## config.mk

```make
export PLATFORM = sky130hd
export DESIGN_NAME = cpsr_flag_stack
export DESIGN_NICKNAME = d
export VERILOG_FILES = /design/src/rtl/cpsr_pkg.sv /design/src/rtl/flag_stack.sv /design/src/rtl/cpsr_flag_stack.sv
export SDC_FILE = /design/constraint.sdc
export NUM_CORES = 1
export LEC_CHECK = 0
export ABC_AREA = 1
export CORE_MARGIN = 5
export CORE_UTILIZATION = 35
export CTS_CLUSTER_DIAMETER = 120
export DETAILED_ROUTE_END_ITERATION = 7
export PLACE_DENSITY_LB_ADDON = 0.1
export SLEW_MARGIN = 15
export SYNTH_ARGS = -nofsm -noshare
export SYNTH_HDL_FRONTEND = slang
export SYNTH_HIERARCHICAL = 1
export SYNTH_SLANG_ARGS = --single-unit
```

## constraint.sdc

```tcl
create_clock -name clk -period 2 [get_ports clk]
set_clock_uncertainty 0.1 [all_clocks]
set_input_delay 0.5 -clock clk [delete_from_list [all_inputs] [get_ports clk]]
set_output_delay 0.5 -clock clk [all_outputs]
set_load 0.02 [all_outputs]
```

## src/rtl/cpsr_pkg.sv

```systemverilog
// cpsr_pkg: flag bit positions and branch condition codes shared by the flag logic
package cpsr_pkg;
  localparam int FLAG_Z = 0;
  localparam int FLAG_V = 1;
  localparam int FLAG_N = 2;
  localparam int FLAG_C = 3;
  typedef enum logic [3:0] {
    CC_EQ, CC_NE, CC_MI, CC_PL, CC_VS, CC_VC, CC_CS, CC_CC,
    CC_HI, CC_LS, CC_GE, CC_LT, CC_GT, CC_LE, CC_AL, CC_NV
  } cond_code_t;
endpackage

```

## src/rtl/flag_stack.sv

```systemverilog
// flag_stack: saturating LIFO of flag words with push+pop swapping the top entry
module flag_stack #(
  parameter int FLAG_W = 4,
  parameter int STACK_DEPTH = 4,
  localparam int DW = $clog2(STACK_DEPTH + 1)
) (
  input  logic              clk,
  input  logic              rst,
  input  logic              push,
  input  logic              pop,
  input  logic [FLAG_W-1:0] din,
  output logic [FLAG_W-1:0] top,
  output logic [DW-1:0]     depth_cnt,
  output logic              full,
  output logic              empty,
  output logic              ovf_pulse,
  output logic              unf_pulse
);
  logic [FLAG_W-1:0] mem_q [STACK_DEPTH];
  logic [FLAG_W-1:0] mem_d [STACK_DEPTH];
  logic [DW-1:0] depth_q, depth_d, wr_idx;
  logic swap, do_push, do_pop;
  assign full = depth_q == DW'(STACK_DEPTH);
  assign empty = depth_q == '0;
  assign depth_cnt = depth_q;
  assign swap = push & pop & ~empty;
  assign do_push = push & ~pop & ~full;
  assign do_pop = pop & ~push & ~empty;
  assign ovf_pulse = push & ~pop & full;
  assign unf_pulse = pop & empty;
  always_comb begin
    wr_idx = swap ? depth_q - DW'(1) : depth_q;
    depth_d = do_push ? depth_q + DW'(1) : do_pop ? depth_q - DW'(1) : depth_q;
    mem_d = mem_q;
    top = '0;
    for (int i = 0; i < STACK_DEPTH; i++) begin
      if ((swap | do_push) && DW'(i) == wr_idx) mem_d[i] = din;
      if (DW'(i + 1) == depth_q) top = mem_q[i];
    end
  end
  always_ff @(posedge clk) depth_q <= rst ? '0 : depth_d;
  // Contents need no reset: entries at or above depth_cnt are never read
  always_ff @(posedge clk) mem_q <= mem_d;
endmodule

```

## src/rtl/cpsr_flag_stack.sv

```systemverilog
// cpsr_flag_stack: condition flag register with masked update, save/restore stack and branch evaluation
module cpsr_flag_stack
  import cpsr_pkg::*;
#(
  parameter int FLAG_W = 4,
  parameter int STACK_DEPTH = 4,
  localparam int DW = $clog2(STACK_DEPTH + 1)
) (
  input  logic              clk,
  input  logic              rst,
  input  logic [FLAG_W-1:0] flags_in,
  input  logic              upd_en,
  input  logic [FLAG_W-1:0] upd_mask,
  input  logic              wr_en,
  input  logic [FLAG_W-1:0] wr_data,
  input  logic              push,
  input  logic              pop,
  input  logic              err_clr,
  input  logic [3:0]        cond,
  output logic [FLAG_W-1:0] flags_out,
  output logic              cond_true,
  output logic [DW-1:0]     depth_cnt,
  output logic              stack_full,
  output logic              stack_empty,
  output logic              err_overflow,
  output logic              err_underflow
);
  logic [FLAG_W-1:0] flags_q, flags_d, top;
  logic ovf_q, ovf_d, unf_q, unf_d, ovf_pulse, unf_pulse;
  logic z, v, n, c;
  flag_stack #(.FLAG_W(FLAG_W), .STACK_DEPTH(STACK_DEPTH)) u_stack (
    .clk(clk), .rst(rst), .push(push), .pop(pop), .din(flags_q),
    .top(top), .depth_cnt(depth_cnt), .full(stack_full), .empty(stack_empty),
    .ovf_pulse(ovf_pulse), .unf_pulse(unf_pulse)
  );
  // A push+pop on an empty stack holds the flags and suppresses software/ALU writes
  always_comb begin
    flags_d = (pop & ~stack_empty) ? top :
              (push & pop)         ? flags_q :
              wr_en                ? wr_data :
              upd_en               ? (flags_q & ~upd_mask) | (flags_in & upd_mask) :
                                     flags_q;
    ovf_d = ovf_pulse | (ovf_q & ~err_clr);
    unf_d = unf_pulse | (unf_q & ~err_clr);
  end
  always_ff @(posedge clk) begin
    flags_q <= rst ? '0 : flags_d;
    ovf_q <= rst ? 1'b0 : ovf_d;
    unf_q <= rst ? 1'b0 : unf_d;
  end
  assign flags_out = flags_q;
  assign err_overflow = ovf_q;
  assign err_underflow = unf_q;
  assign z = flags_q[FLAG_Z];
  assign v = flags_q[FLAG_V];
  assign n = flags_q[FLAG_N];
  assign c = flags_q[FLAG_C];
  always_comb begin
    cond_true = 1'b0;
    case (cond_code_t'(cond))
      CC_EQ: cond_true = z;
      CC_NE: cond_true = ~z;
      CC_MI: cond_true = n;
      CC_PL: cond_true = ~n;
      CC_VS: cond_true = v;
      CC_VC: cond_true = ~v;
      CC_CS: cond_true = c;
      CC_CC: cond_true = ~c;
      CC_HI: cond_true = c & ~z;
      CC_LS: cond_true = ~c | z;
      CC_GE: cond_true = n == v;
      CC_LT: cond_true = n != v;
      CC_GT: cond_true = ~z & (n == v);
      CC_LE: cond_true = z | (n != v);
      CC_AL: cond_true = 1'b1;
      default: cond_true = 1'b0;
    endcase
  end
endmodule

```

==> results of run 1 <==
-- layout by cell type (no fill, tap or decap), drive strengths merged, types with 8 or more instances in the layout --
cell           instances
a21oi                  8
buf                   37
clkdlybuf4s50         21
dfxtp                  9
edfxtp                16
inv                   28
nand2                 79
nand3                 26
nor2                  47
o21ai                  9
-- final timing paths --
path / start / endpoint / slack [ns]
setup reg to reg: u_stack/depth_cnt[0]$_SDFFE_PP0P_ / u_stack/mem_q[11]$_DFFE_PP_ / 0.10
hold / removal: err_overflow$_SDFF_PP0_ / err_overflow$_SDFF_PP0_ / 0.40
setup / recovery: u_stack/depth_cnt[0]$_SDFFE_PP0P_ / depth_cnt[0] / 0.05
hold reg to reg: err_overflow$_SDFF_PP0_ / err_overflow$_SDFF_PP0_ / 0.40
-- Yosys cell counts (all sizes together) --
master  number
ha           6
inv         28
a21oi        8
nand3       26
clkinv       1
nor2        47
o21ai        9
a31oi        1
edfxtp      16
nand3b       1
buf          2
nor3         3
nand2       79
dfxtp        9
-- report_power, final --
part           internal (uW)  total (uW)  switching, uW
sequential               611         638           27.5
clock                    139         310            171
combinational            306         696            389
-- worst max-delay path: stages, from the launching register on --
cell and delay, ns:
dfxtp_2 0.34, buf_4 0.14, clkdlybuf4s50_1 0.60
-- cell type report --
| cell class | count | area share |
|---|---|---|
| multi-input cells | 180 | 0.377 |
| flip-flops and latches | 25 | 0.289 |
| well taps | 52 | 0.0280 |
| clock inverters | 1 | 0.00216 |
| repair buffers | 66 | 0.238 |
| clock buffers | 3 | 0.0178 |
| inverters | 29 | 0.0480 |
-- per-stage QoR --
stage / total power (uW) / setup slack [ns] / hold WS [ns] / util
4_1_cts: 1640 / 0.00488 / 0.412 / 0.519
3_3_place_gp: 1350 / -0.791 / 0.379 / 0.509
6_report: 1640 / 0.0491 / 0.401 / 0.522
5_1_grt: 1750 / -0.0292 / 0.434 / 0.522
2_1_floorplan: 1020 / 0.00819 / 0.445 / -
3_5_place_dp: 1350 / -0.751 / 0.389 / 0.509
-- per-layer routing --
| metal | part of all wire | up-vias | wire, um |
|---|---|---|---|
| met5 | 0 | - | 0 |
| met4 | 0.0085 | 0 | 36 |
| met3 | 0.024 | 2 | 100 |
| met2 | 0.46 | 21 | 1950 |
| met1 | 0.51 | 706 | 2150 |
| li1 | - | 888 | - |
-- timing repair --
action	in CTS	in global routing
endpoints found under the setup margin	8	15
cloned	0	0
pin swaps	0	7
resized for setup	29	28
hold buffers	0	0
-- kinds of logic after synthesis --
| group | count (synthesis) | share of synthesized area |
|---|---|---|
| flops | 25 | 0.405 |
| compound gates | 18 | 0.0652 |
| simple gates | 156 | 0.403 |
| fa+ha+maj | 6 | 0.0460 |
| buf+inv | 31 | 0.0805 |
==> impl_metrics.yaml, run 1 <==
routing:
  drc: 0
  wirelength_um: 4230
  vias_per_cell: 4.54
  ant_nets: 0
  drt_pass1_iterations: 4
  dr.first_iter.drc_count: 60
  vias: 1617
  wl_per_cell_um: 11.9
clocking:
  cts-root-buf: "clkbuf_8"
  cts_buffers: 3
  htreeDepth: 1
  clk_latency_ns: 0.27
  cts_tree: "built"
  cts_setup_buffers: 0
  clock_sinks: 25
  path_clk_slew_ns: 0.09
  cts_buffer_depth: 2
worst_hold_path:
  hold_class: "reg -> reg"
  whs_path_depth: 2
final_layout:
  drive_gt1_frac: 0.253
  nets: 334
  area_growth_pct: 42.2
  diodes: 0
  multi_input_area_um2: 875
  finish.instance_area_um2: 2320
  regArea_um2: 669
  nFillCells: 460
  fin_cells: 356
floorplan:
  dieHeight_um: 78.3
  initial_core_util: 0.367
  dieArea_um2: 6130
  die_x_um: 78.3
  core_um2: 4440
  rows: 24
  pin_count: 35
logic_synthesis:
  yosys_register_bits: 25
  syn-instance-count: 236
  synth_area_per_cell_um2: 6.91
  synthTopCellsByArea: "edfxtp_1, nand2_1, dfxtp_1"
  synth_nets: 265
  synth_cell_types: 22
  syn_area_um2: 1630
  ys_warn_count: 6
  synth.top_cell.area_share: 0.294
  synth_area_leader_cell: "edfxtp_1"
  seq_area_frac_synth: 0.405
placement:
  dpl-instance-area_um2: 2260
  dp_hpwl_um: 3430
  io_buffers: 34
  dp.cells: 352
  gp_congestion: 0.885
worst_setup_path:
  crit_required_ns: 1.40
  rr_worst_depth: 11
  critPathArrivalTime_ns: 1.35
  critical_path_class: "reg -> out"
  cp-start-kind: "flop"
  crit_fanout: 6
  crit_path_end_kind: "output port"
global_routing:
  use_met3: 0.0137
  grt-busiest-layer: "met2"
  grt_util_met1: 0.191
  grtUsageMet2: 0.232
  first_global_vias: 1492
  antenna_found_initial: 0
  gr-total-overflow: 0
  grt_pass1_wl_um: 6880
  grt_max_degree: 15
  gr-usage-all-layers: 0.139
outcome:
  status: "finished clean"
power_and_ir_drop:
  p_per_area_nw_per_um2: 709
  vdd_drop_max_uv: 300
  leakagePower_uw: 0.00113
timing:
  final_hold_viol_count: 0
  period_needed_ns: 1.95
  tns_ns: 0
  max_slew.worst_pin.slew_ns: 0.305
  slew_headroom: 0.796
  setup_viol: 0
  slew_viol_final: 0
  grt_setup_unrepaired: "yes"
  max_freq_mhz: 513
  fin_crit_sh: 0.975
flow_run:
  cap_violations: 0
Power figures use the tool's default switching activity.
==> inputs of run 2 (changes only) <==
--- a/config.mk
+++ b/config.mk
@@ -10,7 +10,7 @@
 export CORE_UTILIZATION = 35
 export CTS_CLUSTER_DIAMETER = 120
 export DETAILED_ROUTE_END_ITERATION = 7
-export PLACE_DENSITY_LB_ADDON = 0.1
+export PLACE_DENSITY = 0.7
 export SLEW_MARGIN = 15
 export SYNTH_ARGS = -nofsm -noshare
 export SYNTH_HDL_FRONTEND = slang
==> run 2 against run 1 <==
Critical path type unchanged; worst setup slack worse by 0.0076 ns; final area increased by 1.5%; maximum frequency shrank 0.39%; worst hold slack better by 0.0066 ns; core utilization up 0.76 points; sequential power grew 1%; combinational power about the same; largest power group unchanged.
==> impl_metrics.yaml, run 2 (synthesis gave the netlist of run 1 again) <==
power_and_ir_drop:
  vdd_drop_max_uv: 279
  p_int_uw: 1070
  p_switching_uw: 580
  power_frac_comb: 0.423
  p_per_area_nw_per_um2: 702
  leakagePower_uw: 0.00114
  clkPwrFrac: 0.187
  total_power_uw: 1650
  seqPwrFrac: 0.390
  switching_share: 0.351
worst_setup_path:
  critical_path_class: "reg -> out"
  path_cells: "buf_4 > clkdlybuf4s50_1"
  cpPeakStageDelay_ns: 0.61
  cp_top_family: "buffers and inverters"
  r2r_setup_slack_ns: 0.17
  crit_path_end_kind: "output port"
  crit_slowest_cell: "clkdlybuf4s50_1"
  timing.rr.end: "u_stack/mem_q[8]$_DFFE_PP_"
  cp-start-kind: "flop"
  reg2reg_from: "u_stack/depth_cnt[1]$_SDFFE_PP0P_"
  rr_worst_depth: 11
  cp.buffers_inverters: 2
  crit_fanout: 5
  critPathArrivalTime_ns: 1.36
  crit_required_ns: 1.40
timing:
  max_slew.worst_pin.slew_ns: 0.263
  tns_ns: 0
  slew_viol_final: 0
  fin_crit_sh: 0.979
  layout_setup_ws_ns: 0.0415
  slew_headroom: 0.824
  setup_viol: 0
  final_hold_viol_count: 0
  max_freq_mhz: 511
  grt_setup_unrepaired: "yes"
  period_needed_ns: 1.96
floorplan:
  core_um2: 4440
  initial_core_util: 0.367
  die_x_um: 78.3
  pin_count: 35
  dieArea_um2: 6130
  rows: 24
  dieHeight_um: 78.3
clocking:
  cts_tree: "built"
  clk_latency_ns: 0.27
  cts_buffers: 3
  path_clk_slew_ns: 0.09
  cts_buffer_depth: 2
  htreeDepth: 1
  cts-root-buf: "clkbuf_8"
  clock_sinks: 25
worst_hold_path:
  hp-start: "err_underflow$_SDFF_PP0_"
  hold-path-endpoint: "err_underflow$_SDFF_PP0_"
  hold_class: "reg -> reg"
  whs_path_depth: 2
global_routing:
  antenna_found_initial: 0
  grt_pass1_wl_um: 6840
  first_global_vias: 1615
  gr-usage-all-layers: 0.137
  grt_max_degree: 16
  gr-total-overflow: 0
final_layout:
  final_common_cell: "nand2_1"
  area_growth_pct: 44.2
  layout_common_cells: "nand2_1, nor2_1, buf_4"
  nets: 336
  drive_gt1_frac: 0.242
  diodes: 0
routing:
  drt_pass1_iterations: 4
  wl_per_cell_um: 11.7
  dr.first_iter.drc_count: 85
  ant_nets: 0
  vias: 1684
  drc: 0
  wirelength_um: 4180
  vias_per_cell: 4.70
placement:
  io_buffers: 34
  dp_hpwl_um: 3430
  dp_slack_ns: -0.778
  gp_congestion: 0.896
flow_run:
  cap_violations: 0
outcome:
  status: "finished clean"
run 2: what timing repair did:
item | in CTS | in global routing
endpoints found under the setup margin | 7 | 20
pin swaps | 0 | 5
resized for setup | 27 | 21
hold buffers | 0 | 0
buffers inserted | 0 | 0
run 2: cell type report:
class                           instances  area [um2]
Clock inverter                          1        7.51
Fill cell                             446        2090
Inverter                               29         109
Multi-Input combinational cell        180         885
Clock buffer                            3        41.3
Sequential cell                        25         669
Timing Repair Buffer                   68         577
Tap cell                               52        65.1
run 2: worst max-delay path by stage:
stage	cells past startpoint	to	from
after CTS	10	cond_true	cond[0]
after global placement	10	cond_true	cond[0]
final	2	depth_cnt[1]	u_stack/depth_cnt[1]$_SDFFE_PP0P_
after detailed placement	10	cond_true	cond[1]
after floorplan	9	u_stack/mem_q[10]$_DFFE_PP_	u_stack/depth_cnt[0]$_SDFFE_PP0P_
after global routing	10	cond_true	flop
run 2: worst min-delay path, delay by kind of cell, from the launching register on:
family,cells,cell delay (ns)
compound gates,1,0.06
simple gates,1,0.07
flops,1,0.34
run 2: layer usage:
metal,vias up,part of all wire,track usage
li1,887,-,-
met1,760,0.44,0.153
met2,30,0.51,0.263
met3,7,0.031,0.0126
met4,0,0.014,0.0594
met5,-,0,0
run 2: through the flow:
stage	instances	cell area, um2	util	hold WS [ns]
4_1_cts	358	2330	0.524	0.416
2_1_floorplan	236	1640	-	0.445
3_3_place_gp	354	2280	0.512	0.377
5_1_grt	358	2350	0.530	0.444
3_5_place_dp	354	2280	0.512	0.393
6_report	358	2350	0.530	0.408
run 2: power by group through the flow:
stage / clock [uW] / sequential [uW] / combinational, uW
6_report: 309 / 645 / 699
5_1_grt: 334 / 650 / 782
4_1_cts: 318 / 641 / 676
3_5_place_dp: 0 / 651 / 689
3_3_place_gp: 0 / 650 / 680
2_1_floorplan: 0 / 689 / 331
